==> config.mk <==
export PLATFORM = sky130hd
export DESIGN_NAME = cd_drive_comm
export DESIGN_NICKNAME = d
export VERILOG_FILES = /design/src/rtl/cd_drive_comm.sv
export SDC_FILE = /design/constraint.sdc
export NUM_CORES = 1
export LEC_CHECK = 0
export ABC_CLOCK_PERIOD_IN_PS = 7200
export CAP_MARGIN = 10
export CORE_MARGIN = 5
export CORE_UTILIZATION = 56
export DETAILED_ROUTE_END_ITERATION = 8
export PLACE_DENSITY = 0.83
export REMOVE_ABC_BUFFERS = 1
export SYNTH_ARGS = -nofsm -noshare
export SYNTH_HDL_FRONTEND = slang
export SYNTH_SLANG_ARGS = --single-unit
==> constraint.sdc <==
create_clock -name CLK -period 7.2 [get_ports CLK]
set_clock_uncertainty 0.05 [all_clocks]
set_input_delay 1.8 -clock CLK [delete_from_list [all_inputs] [get_ports CLK]]
set_output_delay 1.8 -clock CLK [all_outputs]
set_load 0.005 [all_outputs]
==> src/rtl/cd_drive_comm.sv <==
// cd_drive_comm: serial packet exchange with a host CD block.
// The host clocks COMCLK. Each byte is requested with COMREQ_N, and
// COMSYNC_N marks the first byte of a packet. Status bytes go out on
// CDATA and command bytes come in on HDATA, both LSB-first.
module cd_drive_comm #(
    parameter int PKT_LEN = 13,
    parameter int CMD_LEN = 11,
    parameter int GAP_LEN = 4,
    parameter int TIMEOUT = 1024
) (
    input  logic                 CLK,
    input  logic                 RST_N,
    input  logic                 CE,
    input  logic                 COMCLK,
    input  logic                 HDATA,
    output logic                 CDATA,
    output logic                 COMREQ_N,
    output logic                 COMSYNC_N,
    input  logic                 START,
    input  logic [8*PKT_LEN-1:0] STAT_IN,
    output logic [8*CMD_LEN-1:0] CMD_OUT,
    output logic                 CMD_VALID,
    output logic                 ERR,
    output logic                 BUSY
);

    localparam int BW = $clog2(PKT_LEN + 1);
    localparam int TW = $clog2(TIMEOUT + 1);
    localparam int GW = (GAP_LEN > 1) ? $clog2(GAP_LEN + 1) : 1;

    typedef enum logic [2:0] {
        IDLE  = 3'd0,
        REQ   = 3'd1,
        SHIFT = 3'd2,
        GAP   = 3'd3,
        DONE  = 3'd4
    } state_t;

    state_t                 state_q;
    logic                   comclk_q;
    logic [8*PKT_LEN-1:0]   stat_q;     // status bytes still to send; the current byte sits in [7:0]
    logic [8*CMD_LEN-1:0]   cmd_q;
    logic [7:0]             rx_q;
    logic [2:0]             bit_cnt_q;
    logic [BW-1:0]          byte_cnt_q;
    logic [TW-1:0]          to_cnt_q;
    logic [GW-1:0]          gap_cnt_q;
    logic                   cdata_q;
    logic                   comreq_n_q;
    logic                   comsync_n_q;
    logic                   cmd_valid_q;
    logic                   err_q;

    logic                   rise;
    logic                   fall;
    logic [7:0]             tx_byte;
    logic [7:0]             rx_byte;
    logic [BW-1:0]          byte_next;

    // COMCLK edge detection against the CE-gated copy, plus the next byte and count values
    always_comb begin
        rise      = COMCLK & ~comclk_q;
        fall      = ~COMCLK & comclk_q;
        tx_byte   = stat_q[7:0];
        rx_byte   = {HDATA, rx_q[7:1]};
        byte_next = byte_cnt_q + 1'b1;
    end

    // Packet FSM, together with its counters and all registered outputs
    always_ff @(posedge CLK or negedge RST_N) begin
        if (!RST_N) begin
            state_q     <= IDLE;
            comclk_q    <= 1'b1;
            stat_q      <= '0;
            cmd_q       <= '0;
            rx_q        <= '0;
            bit_cnt_q   <= '0;
            byte_cnt_q  <= '0;
            to_cnt_q    <= '0;
            gap_cnt_q   <= '0;
            cdata_q     <= 1'b1;
            comreq_n_q  <= 1'b1;
            comsync_n_q <= 1'b1;
            cmd_valid_q <= 1'b0;
            err_q       <= 1'b0;
        end else if (CE) begin
            comclk_q    <= COMCLK;
            cmd_valid_q <= 1'b0;
            err_q       <= 1'b0;
            unique case (state_q)
                IDLE: begin
                    if (START) begin
                        stat_q      <= STAT_IN;
                        byte_cnt_q  <= '0;
                        bit_cnt_q   <= '0;
                        to_cnt_q    <= '0;
                        cdata_q     <= STAT_IN[0];
                        comreq_n_q  <= 1'b0;
                        comsync_n_q <= 1'b0;
                        state_q     <= REQ;
                    end
                end
                REQ, SHIFT: begin
                    if (rise || fall) begin
                        to_cnt_q <= '0;
                    end else if (to_cnt_q == TW'(TIMEOUT - 1)) begin
                        // The host went silent in the middle of a byte, so drop the packet
                        to_cnt_q    <= '0;
                        err_q       <= 1'b1;
                        comreq_n_q  <= 1'b1;
                        comsync_n_q <= 1'b1;
                        state_q     <= IDLE;
                    end else begin
                        to_cnt_q <= to_cnt_q + 1'b1;
                    end
                    // A fall presents the bit selected by the number of rises seen so far
                    if (fall) begin
                        cdata_q <= tx_byte[bit_cnt_q];
                        state_q <= SHIFT;
                    end
                    // Rises are only meaningful once the first fall has started the byte
                    if (rise && (state_q == SHIFT)) begin
                        rx_q      <= rx_byte;
                        bit_cnt_q <= bit_cnt_q + 1'b1;
                        if (bit_cnt_q == 3'd7) begin
                            for (int i = 0; i < CMD_LEN; i++) begin
                                if (byte_cnt_q == BW'(i)) begin
                                    cmd_q[8*i +: 8] <= rx_byte;
                                end
                            end
                            comreq_n_q <= 1'b1;
                            if (byte_cnt_q == '0) begin
                                comsync_n_q <= 1'b1;
                            end
                            byte_cnt_q <= byte_next;
                            stat_q     <= stat_q >> 8;
                            gap_cnt_q  <= '0;
                            state_q    <= (byte_next < BW'(PKT_LEN)) ? GAP : DONE;
                        end
                    end
                end
                GAP: begin
                    if (gap_cnt_q == GW'(GAP_LEN - 1)) begin
                        bit_cnt_q  <= '0;
                        to_cnt_q   <= '0;
                        cdata_q    <= tx_byte[0];
                        comreq_n_q <= 1'b0;
                        state_q    <= REQ;
                    end else begin
                        gap_cnt_q <= gap_cnt_q + 1'b1;
                    end
                end
                DONE: begin
                    cmd_valid_q <= 1'b1;
                    state_q     <= IDLE;
                end
                default: state_q <= IDLE;
            endcase
        end
    end

    // Output ports come straight from the registers
    assign CDATA     = cdata_q;
    assign COMREQ_N  = comreq_n_q;
    assign COMSYNC_N = comsync_n_q;
    assign CMD_OUT   = cmd_q;
    assign CMD_VALID = cmd_valid_q;
    assign ERR       = err_q;
    assign BUSY      = (state_q != IDLE);

endmodule

==> impl_metrics.py, run 1 <==
metrics = {
    "floorplan": {
        "core_area_um2": 17800,
        "die_w_um": 144,
        "initial_core_util_pct": 56.4,
        "die_h_um": 144,
        "die_area_um2": 20700,
        "row_count": 49,
        "ios": 204,
    },
    "worst_hold_path": {
        "min_from": "stat_q[38]",
        "timing.hold.worst_path_depth": 2,
        "hold_end": "stat_q[38]",
        "hold_class": "register to register",
    },
    "setup_path": {
        "cp.arrival_ns": 4.22,
        "slowest_stage": "buf_4",
        "critPathLaunchType": "input pin",
        "path_cells": "clkdlybuf4s50_1 -> ha_1 -> and3_1 -> a21oi_1 -> or3_4 -> buf_4 -> o21ai_0",
        "critPathKind": "input pin to register",
        "crit_path_end_kind": "register",
        "critPathRequiredTime_ns": 7.50,
        "r2r-end": "CMD_OUT[30]",
        "r2r_cells": 5,
        "r2r_slack_ns": 4.27,
        "timing.rr.start": "state_q[1]",
        "crit_fanout": 84,
        "cpPeakStageDelay_ns": 0.64,
    },
    "pwr": {
        "p_per_area_nw_per_um2": 322,
        "leakagePower_nw": 6.28,
        "vdd_ir_drop_max_uv": 391,
    },
    "cts": {
        "clock_latency_ns": 0.51,
        "cts_num_sinks": 229,
        "post_cts_buffers": 0,
        "numCtsBuffers": 25,
        "clk_pin_slew_ns": 0.06,
        "cts_tree": "built",
        "holdBufCountCts": 0,
        "cts_resized": 0,
        "cts-root-buf": "clkbuf_16",
        "htreeDepth": 1,
        "clock_path_buffers": 3,
    },
    "timing": {
        "fmax_ghz": 0.255,
        "fin_setup_tns_ns": 0,
        "drv_slew": 0,
        "period_share_pct": 54.4,
        "rsz0062_at_grt": "no",
        "max_slew.worst_pin.slew_ns": 1.02,
        "finalSetupViolCount": 0,
        "slew-limit-headroom_pct": 31.7,
        "fin_crit_ns": 3.92,
        "hold_viol": 0,
    },
    "finish": {
        "area_growth_pct": 29.2,
        "final_core_util_pct": 72.9,
        "fillCellCount": 1264,
        "drive_gt1_share_pct": 14.3,
        "antennaDiodeCount": 0,
        "layout.nets": 1159,
    },
    "placement": {
        "globalplace.congestion": 0.844,
        "port_buffers": 203,
        "hpwl_mm": 15.7,
    },
    "synth": {
        "synth_cell_types": 47,
        "synth_cells": 853,
        "syn_area_um2": 10000,
        "synth_ff_type": "dfrtp_1",
        "synth-compound-area-share_pct": 8.63,
        "async_flop_share_pct": 100,
        "yosys_warnings": 0,
        "synthXorXnorAreaFrac_pct": 0.249,
        "synth_top_family_by_area": "multiplexers",
        "synth_simple_gate_area_share_pct": 8.69,
        "ys_seq_area_share_pct": 57.1,
        "synth-adder-area-share_pct": 1.37,
        "synth.area.mux_share_pct": 21.3,
        "syn_avg_cell_area_um2": 11.8,
        "ys_ff_latch": 229,
        "synth_edf_count": 0,
    },
    "job": {
        "drv_cap": 0,
    },
    "grt": {
        "antenna_found_initial": 0,
        "overflow": 0,
        "grt_pass1_vias": 7099,
        "grtUsageTotal_pct": 22.2,
        "grt_pass1_wl_mm": 37.0,
        "grt_max_degree": 132,
    },
    "routing": {
        "vias": 7050,
        "via_per_inst": 5.50,
        "first_iter_violations": 400,
        "drc_errors": 0,
        "wl_mm": 22.9,
        "firstDrtPassIters": 4,
        "antenna_left": 0,
        "wire_per_inst_um": 17.9,
    },
    "run_status": {
        "status": "completed",
    },
}
## state kept, by name, summed over array words and instances (netlist names)
signal	cells
CDATA	1
CMD_OUT	88
CMD_VALID	1
COMREQ_N	1
COMSYNC_N	1
ERR	1
bit_cnt_q	3
byte_cnt_q	4
comclk_q	1
gap_cnt_q	3
rx_q	7
stat_q	104
state_q	3
to_cnt_q	11
## worst max-delay path, delay by kind of cell
family,cells,cell delay [ns]
fa+ha+maj,1,0.28
buf+inv,2,1.09
compound gates,2,0.33
simple gates,2,0.68
## cell usage in the layout, fill, tap and decap left out, drive strengths merged, types with 3 or more instances in the layout
cell             n
a21oi            6
a31oi            4
mux2           100
and3             6
mux2i           97
ha              11
nand4            4
clkdlybuf4s50  202
nor3             6
nor2            18
o21ai          120
clkinv           3
dfrtp          225
clkbuf          36
buf              5
nand3           14
a22o            10
nor2b            3
nand2          132
dfstp            4
inv             15
## logic make-up after synthesis
| kind of cell | count (synthesis) |
|---|---|
| flip-flops | 229 |
| buffers and inverters | 63 |
| adder cells (fa/ha/maj) | 11 |
| XOR/XNOR | 2 |
| multiplexers | 199 |
| AND/OR/NAND/NOR | 194 |
| AO/OA/AOI/OAI | 155 |
## cells in the mapped netlist (all sizes together) (4+ instances only)
library cell | number | area [um^2]
a22o | 10 | 87.6
o21ai | 120 | 601
mux2i | 97 | 971
a31oi | 4 | 25.0
nand3 | 14 | 70.1
nand2 | 132 | 516
mux2 | 100 | 1130
a21oi | 6 | 30.0
nor2 | 18 | 72.6
inv | 14 | 52.6
buf | 22 | 104
nand4 | 4 | 31.3
dfstp | 4 | 105
nor3 | 6 | 30.0
dfrtp | 225 | 5630
ha | 11 | 138
and3 | 6 | 37.5
clkbuf | 27 | 101
## per-stage QoR
stage	instance area (um^2)	power [W]	hold WS, ns	cells	setup WS [ns]
floorplan	9830	0.00272	0.395	804	1.44
global placement	12200	0.00294	0.409	1240	2.82
detailed placement	12200	0.00299	0.418	1240	2.78
CTS	13000	0.00421	0.432	1282	3.31
global route	13000	0.00444	0.448	1282	3.06
finish	13000	0.00417	0.426	1282	3.28
## routing by layer
metal / up-vias / share of wire [%] / GRT usage (%)
met5: - / 0 / 0
met4: 0 / 2.2 / 5.75
met2: 216 / 49 / 36.8
li1: 3359 / - / -
met3: 38 / 7.9 / 6.26
met1: 3437 / 41 / 29.1
## how the worst max path moves through the flow
stage | start | endpoint | slack [ns]
after global placement | COMCLK | stat_q[83] | 2.82
after CTS | COMCLK | stat_q[87] | 3.31
after floorplan | COMCLK | byte_cnt_q[3] | 1.44
after global routing | COMCLK | stat_q[79] | 3.06
final | COMCLK | stat_q[39] | 3.28
after detailed placement | COMCLK | stat_q[79] | 2.78
## final cells by class
type | instances | area [um^2] | share of cell area (%)
Sequential cell | 229 | 5740 | 44.2
Multi-Input combinational cell | 561 | 4060 | 31.3
Timing Repair Buffer | 207 | 2070 | 15.9
Clock buffer | 36 | 677 | 5.22
Tap cell | 229 | 287 | 2.21
Clock inverter | 6 | 83.8 | 0.647
Inverter | 14 | 52.6 | 0.405
## power by group
| group | total [W] | internal, W | switching [W] | leakage [nW] |
|---|---|---|---|---|
| clock network | 0.00121 | 0.000720 | 0.000489 | 0.372 |
| logic | 0.00119 | 0.000573 | 0.000620 | 2.87 |
| registers | 0.00177 | 0.00158 | 0.000190 | 3.03 |
| total | 0.00417 | 0.00287 | 0.00130 | 6.28 |
Note: power is estimated with default switching activity, not from simulation.
==> run 2, diff against run 1 <==
ABC_CLOCK_PERIOD_IN_PS = 3900   (was 7200)
CORE_UTILIZATION = 52   (was 56)
PLACE_DENSITY = 0.78   (was 0.83)
clock period = 3.9 ns   (was 7.2 ns; I/O delays follow)
==> run 2 against run 1 <==
  * Total power increased by 90%
  * Count of clock-buffer cells in the layout decreased by 5
  * First-iteration DRC count decreased by 21%
  * Die area increased by 7.2%
  * Worst setup slack got worse by 2.4 ns
  * Core utilization decreased by 2.9 points
==> impl_metrics.py, run 2 (synthesized netlist as in run 1, its figures left out) <==
metrics = {
    "pwr": {
        "p_per_area_nw_per_um2": 600,
        "vdd_ir_drop_max_uv": 419,
        "report.power.total_w": 0.00791,
        "leakagePower_nw": 6.37,
    },
    "setup_path": {
        "cpPeakStageDelay_ns": 0.55,
        "cp-endpoint": "BUSY",
        "crit_fanout": 13,
        "path_cells": "nor2_1 -> nand2_1 -> clkdlybuf4s50_1",
        "critPathKind": "register to output port",
        "cp_num_buf_inv": 1,
        "r2r_cells": 5,
        "path_delay_family": "flip-flops",
        "cp.depth": 3,
        "slowest_stage": "dfrtp_1",
        "worstSetupStartpoint": "state_q[1]",
        "critPathRequiredTime_ns": 2.87,
        "crit_path_end_kind": "output port",
        "r2r_slack_ns": 1.18,
        "cp.arrival_ns": 2.03,
        "critPathLaunchType": "register",
        "r2r-end": "stat_q[21]",
        "timing.rr.start": "state_q[0]",
    },
    "finish": {
        "layout_commonest_cell": "dfrtp_1",
        "most-common-layout-cells": "225 x dfrtp_1, 202 x clkdlybuf4s50_1, 124 x nand2_1",
        "area_growth_pct": 31.4,
        "largest_register_ffs": 104,
        "top_register": "stat_q",
        "final_cells": 1321,
        "finalInstanceArea_um2": 13200,
        "fillCellCount": 1378,
        "layout.nets": 1163,
        "drive_gt1_share_pct": 15.5,
    },
    "timing": {
        "timing.hold.ws_ns": 0.320,
        "fmax_ghz": 0.327,
        "slew-limit-headroom_pct": 49.7,
        "rsz0062_at_grt": "no",
        "hold_viol": 0,
        "max_slew.worst_pin.slew_ns": 0.755,
        "finalWorstSetupSlack_ns": 0.846,
        "fin_crit_ns": 3.05,
        "drv_slew": 0,
        "finalSetupViolCount": 0,
        "period_share_pct": 78.3,
    },
    "routing": {
        "antenna_left": 0,
        "wl_met2_mm": 11.0,
        "wl_mm": 22.7,
        "via_per_inst": 5.28,
        "dr.max_layer_used": "met5",
        "drc_errors": 0,
        "first_iter_violations": 315,
        "firstDrtPassIters": 4,
        "vias": 6972,
        "wire_per_inst_um": 17.2,
        "wl_met3_mm": 1.92,
        "wl_met1_mm": 9.38,
    },
    "grt": {
        "grt_max_degree": 92,
        "antenna_found_initial": 2,
        "grtUsageTotal_pct": 20.3,
        "grt_pass1_wl_mm": 36.8,
        "grt_pass1_vias": 6921,
        "overflow": 0,
    },
    "cts": {
        "cts_resized": 0,
        "cts_num_sinks": 229,
        "numCtsBuffers": 25,
        "holdBufCountCts": 0,
        "htreeDepth": 1,
        "clock_path_buffers": 3,
        "cts_tree": "built",
        "post_cts_buffers": 0,
        "clk_pin_slew_ns": 0.06,
        "clock_latency_ns": 0.53,
        "cts-root-buf": "clkbuf_16",
    },
    "floorplan": {
        "die_w_um": 149,
        "ios": 204,
        "die_area_um2": 22200,
        "core_area_um2": 18800,
        "die_h_um": 149,
        "row_count": 50,
        "initial_core_util_pct": 53.3,
    },
    "worst_hold_path": {
        "hold_class": "input pin to asynchronous set/reset pin",
    },
    "job": {
        "drv_cap": 0,
    },
    "run_status": {
        "status": "completed",
    },
    "placement": {
        "dpl_cell_area_um2": 12300,
        "hpwl_mm": 15.9,
        "placedCellCount": 1275,
        "place_ws_ns": 0.365,
        "globalplace.congestion": 0.878,
        "port_buffers": 203,
    },
}
run 2: changes by cell type in the layout (fill, tap and decap cells not counted), sizes merged, moves of 2 or more:
cell / change
clkinv: +3
bufinv: +2
clkbuf: -5
buf: +4
clkinvlp: +2
run 2: per-layer routing:
layer / global-route usage (%) / vias to the layer above
li1: - / 3381
met1: 26.6 / 3370
met2: 33.8 / 188
met3: 6.08 / 31
met4: 4.49 / 2
met5: 0 / -
run 2: area by class of cell:
type | instances | area (um^2) | area share (%)
Antenna cell | 1 | 2.50 | 0.0190
Clock buffer | 31 | 668 | 5.07
Clock inverter | 14 | 196 | 1.49
Inverter | 14 | 52.6 | 0.398
Multi-Input combinational cell | 561 | 4060 | 30.8
Sequential cell | 229 | 5740 | 43.5
Tap cell | 260 | 325 | 2.47
Timing Repair Buffer | 211 | 2150 | 16.3
run 2: worst min-delay path by stage:
stage                         start          to  slack, ns  depth (start not counted)
final                         RST_N  stat_q[66]       0.32                          1
after global routing          RST_N  stat_q[66]       0.35                          1
after CTS                     RST_N  stat_q[66]       0.33                          1
after detailed placement  COMSYNC_N   COMSYNC_N       0.42                          2
after global placement    COMSYNC_N   COMSYNC_N       0.41                          2
after floorplan           stat_q[2]   stat_q[2]       0.39                          2
run 2: per-stage QoR:
stage / utilization (%) / setup TNS, ns
finish: 70.0 / 0
global route: 70.0 / 0
CTS: 70.0 / 0
detailed placement: 65.4 / 0
global placement: 65.4 / 0
floorplan: - / -110.62
run 2: power by group:
| group | switching [W] | leakage [nW] | internal [W] |
|---|---|---|---|
| logic | 0.00114 | 2.91 | 0.00105 |
| registers | 0.000339 | 3.03 | 0.00291 |
| clock network | 0.000967 | 0.423 | 0.00149 |
| total | 0.00245 | 6.37 | 0.00546 |
